File: src/rtl/ctrl_select_mux.sv
// ctrl_select_mux: for each selector index, forwards exactly one packet (or one beat when
// IF_STREAM=0) from the named AXI-Stream input port to a single registered output.
module ctrl_select_mux #(
    parameter int S_COUNT      = 2,
    parameter int SELECT_WIDTH = $clog2(S_COUNT),
    parameter int DATA_WIDTH   = 512,
    parameter int KEEP_WIDTH   = DATA_WIDTH/8,
    parameter int IF_STREAM    = 1
) (
    input  logic                          clk,
    input  logic                          rst,
    input  logic [SELECT_WIDTH-1:0]       s_selector_tdata,
    input  logic                          s_selector_tvalid,
    output logic                          s_selector_tready,
    input  logic [S_COUNT*DATA_WIDTH-1:0] s_axis_tdata,
    input  logic [S_COUNT*KEEP_WIDTH-1:0] s_axis_tkeep,
    input  logic [S_COUNT-1:0]            s_axis_tlast,
    input  logic [S_COUNT-1:0]            s_axis_tvalid,
    output logic [S_COUNT-1:0]            s_axis_tready,
    output logic [DATA_WIDTH-1:0]         m_axis_tdata,
    output logic [KEEP_WIDTH-1:0]         m_axis_tkeep,
    output logic                          m_axis_tlast,
    output logic                          m_axis_tvalid,
    input  logic                          m_axis_tready,
    output logic                          err_bad_select
);
    typedef enum logic {IDLE = 1'b0, FWD = 1'b1} state_t;

    localparam logic [SELECT_WIDTH:0] PORT_LIMIT = (SELECT_WIDTH+1)'(S_COUNT);

    state_t                  state, state_nxt;
    logic [SELECT_WIDTH-1:0] sel;
    logic                    sel_hs, sel_ok;
    logic [DATA_WIDTH-1:0]   in_data;
    logic [KEEP_WIDTH-1:0]   in_keep;
    logic                    in_last, in_valid;
    logic                    in_rdy, beat_acc, pkt_end;
    logic [DATA_WIDTH-1:0]   data_p1;
    logic [KEEP_WIDTH-1:0]   keep_p1;
    logic                    last_p1, vld_p1;

    assign sel_hs   = s_selector_tvalid && s_selector_tready;
    assign sel_ok   = ({1'b0, s_selector_tdata} < PORT_LIMIT);
    assign in_rdy   = (state == FWD) && (m_axis_tready || !vld_p1);
    assign beat_acc = in_rdy && in_valid;
    assign pkt_end  = beat_acc && ((IF_STREAM == 0) || in_last);

    // Only the latched port is looked at; every other port sees ready=0.
    always_comb begin
        in_data       = '0;
        in_keep       = '0;
        in_last       = 1'b0;
        in_valid      = 1'b0;
        s_axis_tready = '0;
        for (int i = 0; i < S_COUNT; i++) begin
            if (sel == SELECT_WIDTH'(i)) begin
                in_data          = s_axis_tdata[i*DATA_WIDTH +: DATA_WIDTH];
                in_keep          = s_axis_tkeep[i*KEEP_WIDTH +: KEEP_WIDTH];
                in_last          = s_axis_tlast[i];
                in_valid         = s_axis_tvalid[i];
                s_axis_tready[i] = in_rdy;
            end
        end
    end

    always_comb begin
        state_nxt         = state;
        s_selector_tready = 1'b0;
        case (state)
            IDLE: begin
                s_selector_tready = 1'b1;
                if (s_selector_tvalid && sel_ok) state_nxt = FWD;
            end
            FWD: begin
                if (pkt_end) state_nxt = IDLE;
            end
            default: state_nxt = IDLE;
        endcase
    end

    always_ff @(posedge clk) begin
        if (rst) begin
            state          <= IDLE;
            sel            <= '0;
            err_bad_select <= 1'b0;
        end else begin
            state <= state_nxt;
            if (sel_hs && sel_ok)  sel <= s_selector_tdata;
            if (sel_hs && !sel_ok) err_bad_select <= 1'b1;
        end
    end

    // Stage p1: one-entry output register; a load in the draining cycle replaces the contents.
    always_ff @(posedge clk) begin
        if (rst) begin
            vld_p1  <= 1'b0;
            data_p1 <= '0;
            keep_p1 <= '0;
            last_p1 <= 1'b0;
        end else if (beat_acc) begin
            vld_p1  <= 1'b1;
            data_p1 <= in_data;
            keep_p1 <= in_keep;
            last_p1 <= (IF_STREAM == 0) ? 1'b1 : in_last;
        end else if (m_axis_tready) begin
            vld_p1 <= 1'b0;
        end
    end

    assign m_axis_tdata  = data_p1;
    assign m_axis_tkeep  = keep_p1;
    assign m_axis_tlast  = last_p1;
    assign m_axis_tvalid = vld_p1;

endmodule

File: config.mk
export PLATFORM = sky130hd
export DESIGN_NAME = ctrl_select_mux
export DESIGN_NICKNAME = d
export VERILOG_FILES = /design/src/rtl/ctrl_select_mux.sv
export SDC_FILE = /design/constraint.sdc
export NUM_CORES = 1
export LEC_CHECK = 0
export ABC_AREA = 1
export BUFFER_PORTS_ARGS = -buffer_cell sky130_fd_sc_hd__buf_2
export CAP_MARGIN = 20
export CORE_AREA = 2 2 687 689
export DETAILED_ROUTE_END_ITERATION = 8
export DIE_AREA = 0 0 689 691
export PLACE_DENSITY = 0.3
export SLEW_MARGIN = 20
export SYNTH_ARGS = -nofsm -noshare
export SYNTH_HDL_FRONTEND = slang
export SYNTH_SLANG_ARGS = --single-unit
File: constraint.sdc
create_clock -name clk -period 1.8 [get_ports clk]
set_input_delay 0.18 -clock clk [delete_from_list [all_inputs] [get_ports clk]]
set_output_delay 0.18 -clock clk [all_outputs]
set_load 0.005 [all_outputs]
After elaboration in Yosys (flattened, before gate mapping)

Index checks and enable logic that the tools add are counted.

Register bits after elaboration: 580
Bits of input ports: 1,161
Output and inout port bits: 582
Word-level logic and storage cells: 26

Multiplexer cells: 12
Bitwise gates (word level): 1
Reduce and logical (&&, ||, !) cells: 7

Operators with widths:

| cell                                  | count |
|---|---|
| 512-bit two-way mux                   | 1 |
| 64-bit two-way mux                    | 1 |
| 1-bit two-way mux                     | 9 |
| 1-bit logical AND                     | 4 |
| 1-bit one-hot mux with 2 select lines | 1 |
| 2-bit nonzero test                    | 1 |
| 1-bit zero test                       | 1 |
| 1-bit logical OR                      | 1 |
| 1-bit inverter                        | 1 |

Longest topological paths before layout

Depth in word-level cells: 7
Depth in mapped cells: 9
Depth with buffers taken out: 7

Worst setup path before layout

OpenSTA, ideal clock, no wires.

Path kind: register -> register
From: register state
To: register data_p1[285], in the netlist m_axis_tdata[285]
Setup time: 0.116 ns
Arrival: 1.258 ns
Data required time: 1.684 ns
Path slack: 0.426 ns
Cell stages (with the launch flop): 9
Path buffers: 3
Period minus slack after synthesis: 1.374 ns
Path through: dfxtp_1 inv_1 a21oi_2 nand2_1 buf_4 buf_4 buf_2 o21ai_0 nor2_1

Word-level cells in the longest chain between the ends: 2

RTL lines:

| element                | line | text |
|---|---|---|
| from (decl)            | 31   | `state_t state, state_nxt;` |
| from (signal assigned) | 87   | `state <= state_nxt;` |
| 1-bit logical AND      | 44   | `assign in_rdy = (state == FWD) && (m_axis_tready \|\| !vld_p1);` |
| 1-bit logical AND      | 45   | `assign beat_acc = in_rdy && in_valid;` |
| to (signal assigned)   | 102  | `data_p1 <= in_data;` |
| to (decl)              | 38   | `logic [DATA_WIDTH-1:0] data_p1;` |

No other way between the ends.
A chain may end at the register's enable or synchronous reset.

Worst setup path after layout

From: register sel
To: output port s_axis_tready[0]

Word-level cells in the longest chain between the ends: 1

RTL lines:

| element                | line | text |
|---|---|---|
| from (decl)            | 32   | `logic [SELECT_WIDTH-1:0] sel;` |
| from (signal assigned) | 88   | `if (sel_hs && sel_ok) sel <= s_selector_tdata;` |
| 1-bit two-way mux      | 56   | `if (sel == SELECT_WIDTH'(i)) begin` |
| to (decl)              | 19   | `output logic [S_COUNT-1:0] s_axis_tready,` |

No other way between the ends.

==> out/metrics.yaml <==
global_routing:
  antenna_found_initial: 330
  grt_pass1_vias: 42400
  grt_max_degree: 71
  grt_overflow: 0
  groute.usage.overall_pct: 13.6
  grt_pass1_wl_microns: 427000
synthesis:
  synth_nets: 5543
  syn_area_sq_mm: 0.0269
  ys_seq_area_share_pct: 43.1
  syn_area_per_cell_sq_um: 6.14
  synthFlopType: "dfxtp_1"
  synth.largest_area_cell: "dfxtp_1"
  ys_warn_count: 0
  synth_cell_types: 16
  ys_top_cells_by_area: "dfxtp_1, nand2_1, nor2_1"
  synth_edf_count: 0
  synth.most_common_cell: "nand2_1"
  synth_async_sr_flop_share_pct: 0
  synth_top_cell_area_share_pct: 43.1
  syn-instance-count: 4382
  synth_commonest_cells: "nand2_1, nor2_1, dfxtp_1"
  ys_ff_latch: 580
placement:
  dpl.hpwl_microns: 285000
  io_buffers: 1741
  dpl.cell_count: 12300
  place_congestion: 0.962
route:
  postRouteAntennaNets: 0
  drt-initial-drc-count: 2669
  first_pass_iters: 8
  vias: 42800
  wirelength_microns: 344000
  avgViaCountPerCell: 3.07
  post_drt_wl_per_cell_microns: 24.7
  drc: 0
floorplanning:
  start_util_pct: 5.74
  rows: 252
  core_area_sq_mm: 0.469
  die_width_microns: 689
  die_area_sq_mm: 0.476
  die_h_microns: 691
  ios: 1743
setup_path:
  cp_data_required_time_ns: 1.62
  worst_setup_path_end_kind: "output port"
  crit_path_cell_trace: "buf_6 -> buf_12 -> buf_12 -> nor2_4 -> buf_2"
  path_class: "reg -> out"
  worstSetupStartpointType: "flop"
  crit_top_cell: "buf_12"
  crit_path_max_incr_delay_ns: 0.37
  cp_max_fo: 11
  critPathSlowestCell: "dfxtp_4"
  worstPathArrival_ns: 1.77
outcome:
  outcome: "finished with violations"
  violations: "negative setup slack"
cells_and_area:
  final-seq-area_sq_mm: 0.0116
  finalNetCount: 8644
  drive_gt1_share_pct: 34.4
  n_fill_cell: 54600
  areaGrowthSynthToFinish_pct: 140
  fin_cells: 13900
  multi_input_area_sq_mm: 0.0151
pwr:
  power.density_mw_per_mm2: 734
  power.leakage_nw: 29.6
  finalPower_w: 0.0474
  peakVddDrop_v: 0.000574
clocking:
  h-tree-depth: 3
  clock_sink_count: 580
  cts_tree: "built"
  clk_pin_slew_ns: 0.06
  cts_buffer_depth: 4
  clk_latency_ns: 0.82
  cts_buffers: 91
  root_buffer: "clkbuf_16"
sta:
  slew_headroom_pct: 60.8
  fin_crit_ns: 1.95
  fin_ws_ns: -0.154
  hold_viol_final: 0
  slew_viol_final: 0
  fin_setup_tns_ns: -11.59
  max_freq_mhz: 512
  finalClockSkew_ns: 0.0548
  period_share_pct: 109
  setup_violations: 280
  rsz0062_at_grt: "yes"
  worst_pin_slew_ns: 0.586
min_path:
  hold_class: "in -> reg"
run:
  drv_cap: 0
## repair_timing
item,4_1_cts,5_1_grt
gates resized for setup,414,265
pin swaps,124,112
endpoints found under the setup margin,439,586
endpoints found under the hold margin,579,0
hold buffers,1159,0
gates cloned,43,21
setup buffers,73,13
## layout by cell type (no fill, tap or decap), drive strengths merged
master,netlist,layout
buf,221,2147
nand2,1739,1739
dlygate4sd3,0,1159
nor2,1154,1154
dfxtp,580,580
o21ai,577,577
diode,0,166
clkbuf,98,149
clkinv,0,17
inv,6,8
clkinvlp,0,6
bufinv,0,5
a21oi,5,5
bufbuf,0,3
nand3,1,1
conb,1,1
## where the power goes
part | switching [W] | internal (W) | total [W]
sequential | 0.000687 | 0.0138 | 0.0145
clock | 0.00769 | 0.0109 | 0.0186
combinational | 0.00779 | 0.00648 | 0.0143
## registers in the layout (all words and copies together), names as in the netlist
name / count
m_axis_tvalid: 1
m_axis_tdata: 512
m_axis_tkeep: 64
m_axis_tlast: 1
sel: 1
state: 1
## routing by layer
| metal | GRT usage (%) | up-vias | wire, microns |
|---|---|---|---|
| li1 | - | 20100 | - |
| met1 | 15.4 | 19800 | 133000 |
| met2 | 23.5 | 2000 | 162000 |
| met3 | 5.45 | 742 | 34000 |
| met4 | 4.13 | 170 | 13500 |
| met5 | 0 | - | 1100 |
## through the flow
stage | utilization (%) | setup WS [ns] | hold WS [ns] | area, sq um
2_1_floorplan | - | 0.426 | 0.249 | 26900
3_3_place_gp | 9.57 | -0.482 | 0.448 | 44900
4_1_cts | 13.4 | -0.289 | 0.0923 | 62800
6_report | 13.8 | -0.154 | 0.177 | 64500
3_5_place_dp | 9.57 | -0.427 | 0.458 | 44900
5_1_grt | 13.7 | -0.274 | 0.127 | 64300
## cell families (layout without fill, tap and decap cells)
family	Yosys count	after routing	share of synthesized area (%)
buf+inv	325	3494	5.63
compound gates	582	582	10.8
simple gates	2894	2894	40.4
flops	580	580	43.1
other cells	1	167	0.0139
## path summary, 6_finish.rpt
kind	startpoint	end	slack, ns	cells past startpoint
worst max-delay path	sel$_SDFFE_PP0P_	s_axis_tready[0]	-0.15	5
worst min-delay path	s_axis_tkeep[73]	m_axis_tkeep[9]$_SDFFE_PP0P_	0.18	7
worst max register to register	state$_SDFF_PP0_	m_axis_tdata[458]$_SDFFE_PP0P_	-0.12	10
worst min register to register	m_axis_tdata[123]$_SDFFE_PP0P_	m_axis_tdata[123]$_SDFFE_PP0P_	0.46	2
## layout make-up
cell class | instances | area share, %
Antenna cell | 166 | 0.644
Clock buffer | 131 | 4.09
Clock inverter | 30 | 0.525
Inverter | 6 | 0.0853
Multi-Input combinational cell | 3477 | 23.4
Sequential cell | 580 | 18.0
Tap cell | 6223 | 12.1
Timing Repair Buffer | 3327 | 41.1
## critical path, delay by kind of cell (launching register included)
kind	cells	cell delay (ns)
buffers and inverters	4	0.51
flip-flops	1	0.37
AND/OR/NAND/NOR	1	0.09
(Power assumes the default switching activity.)
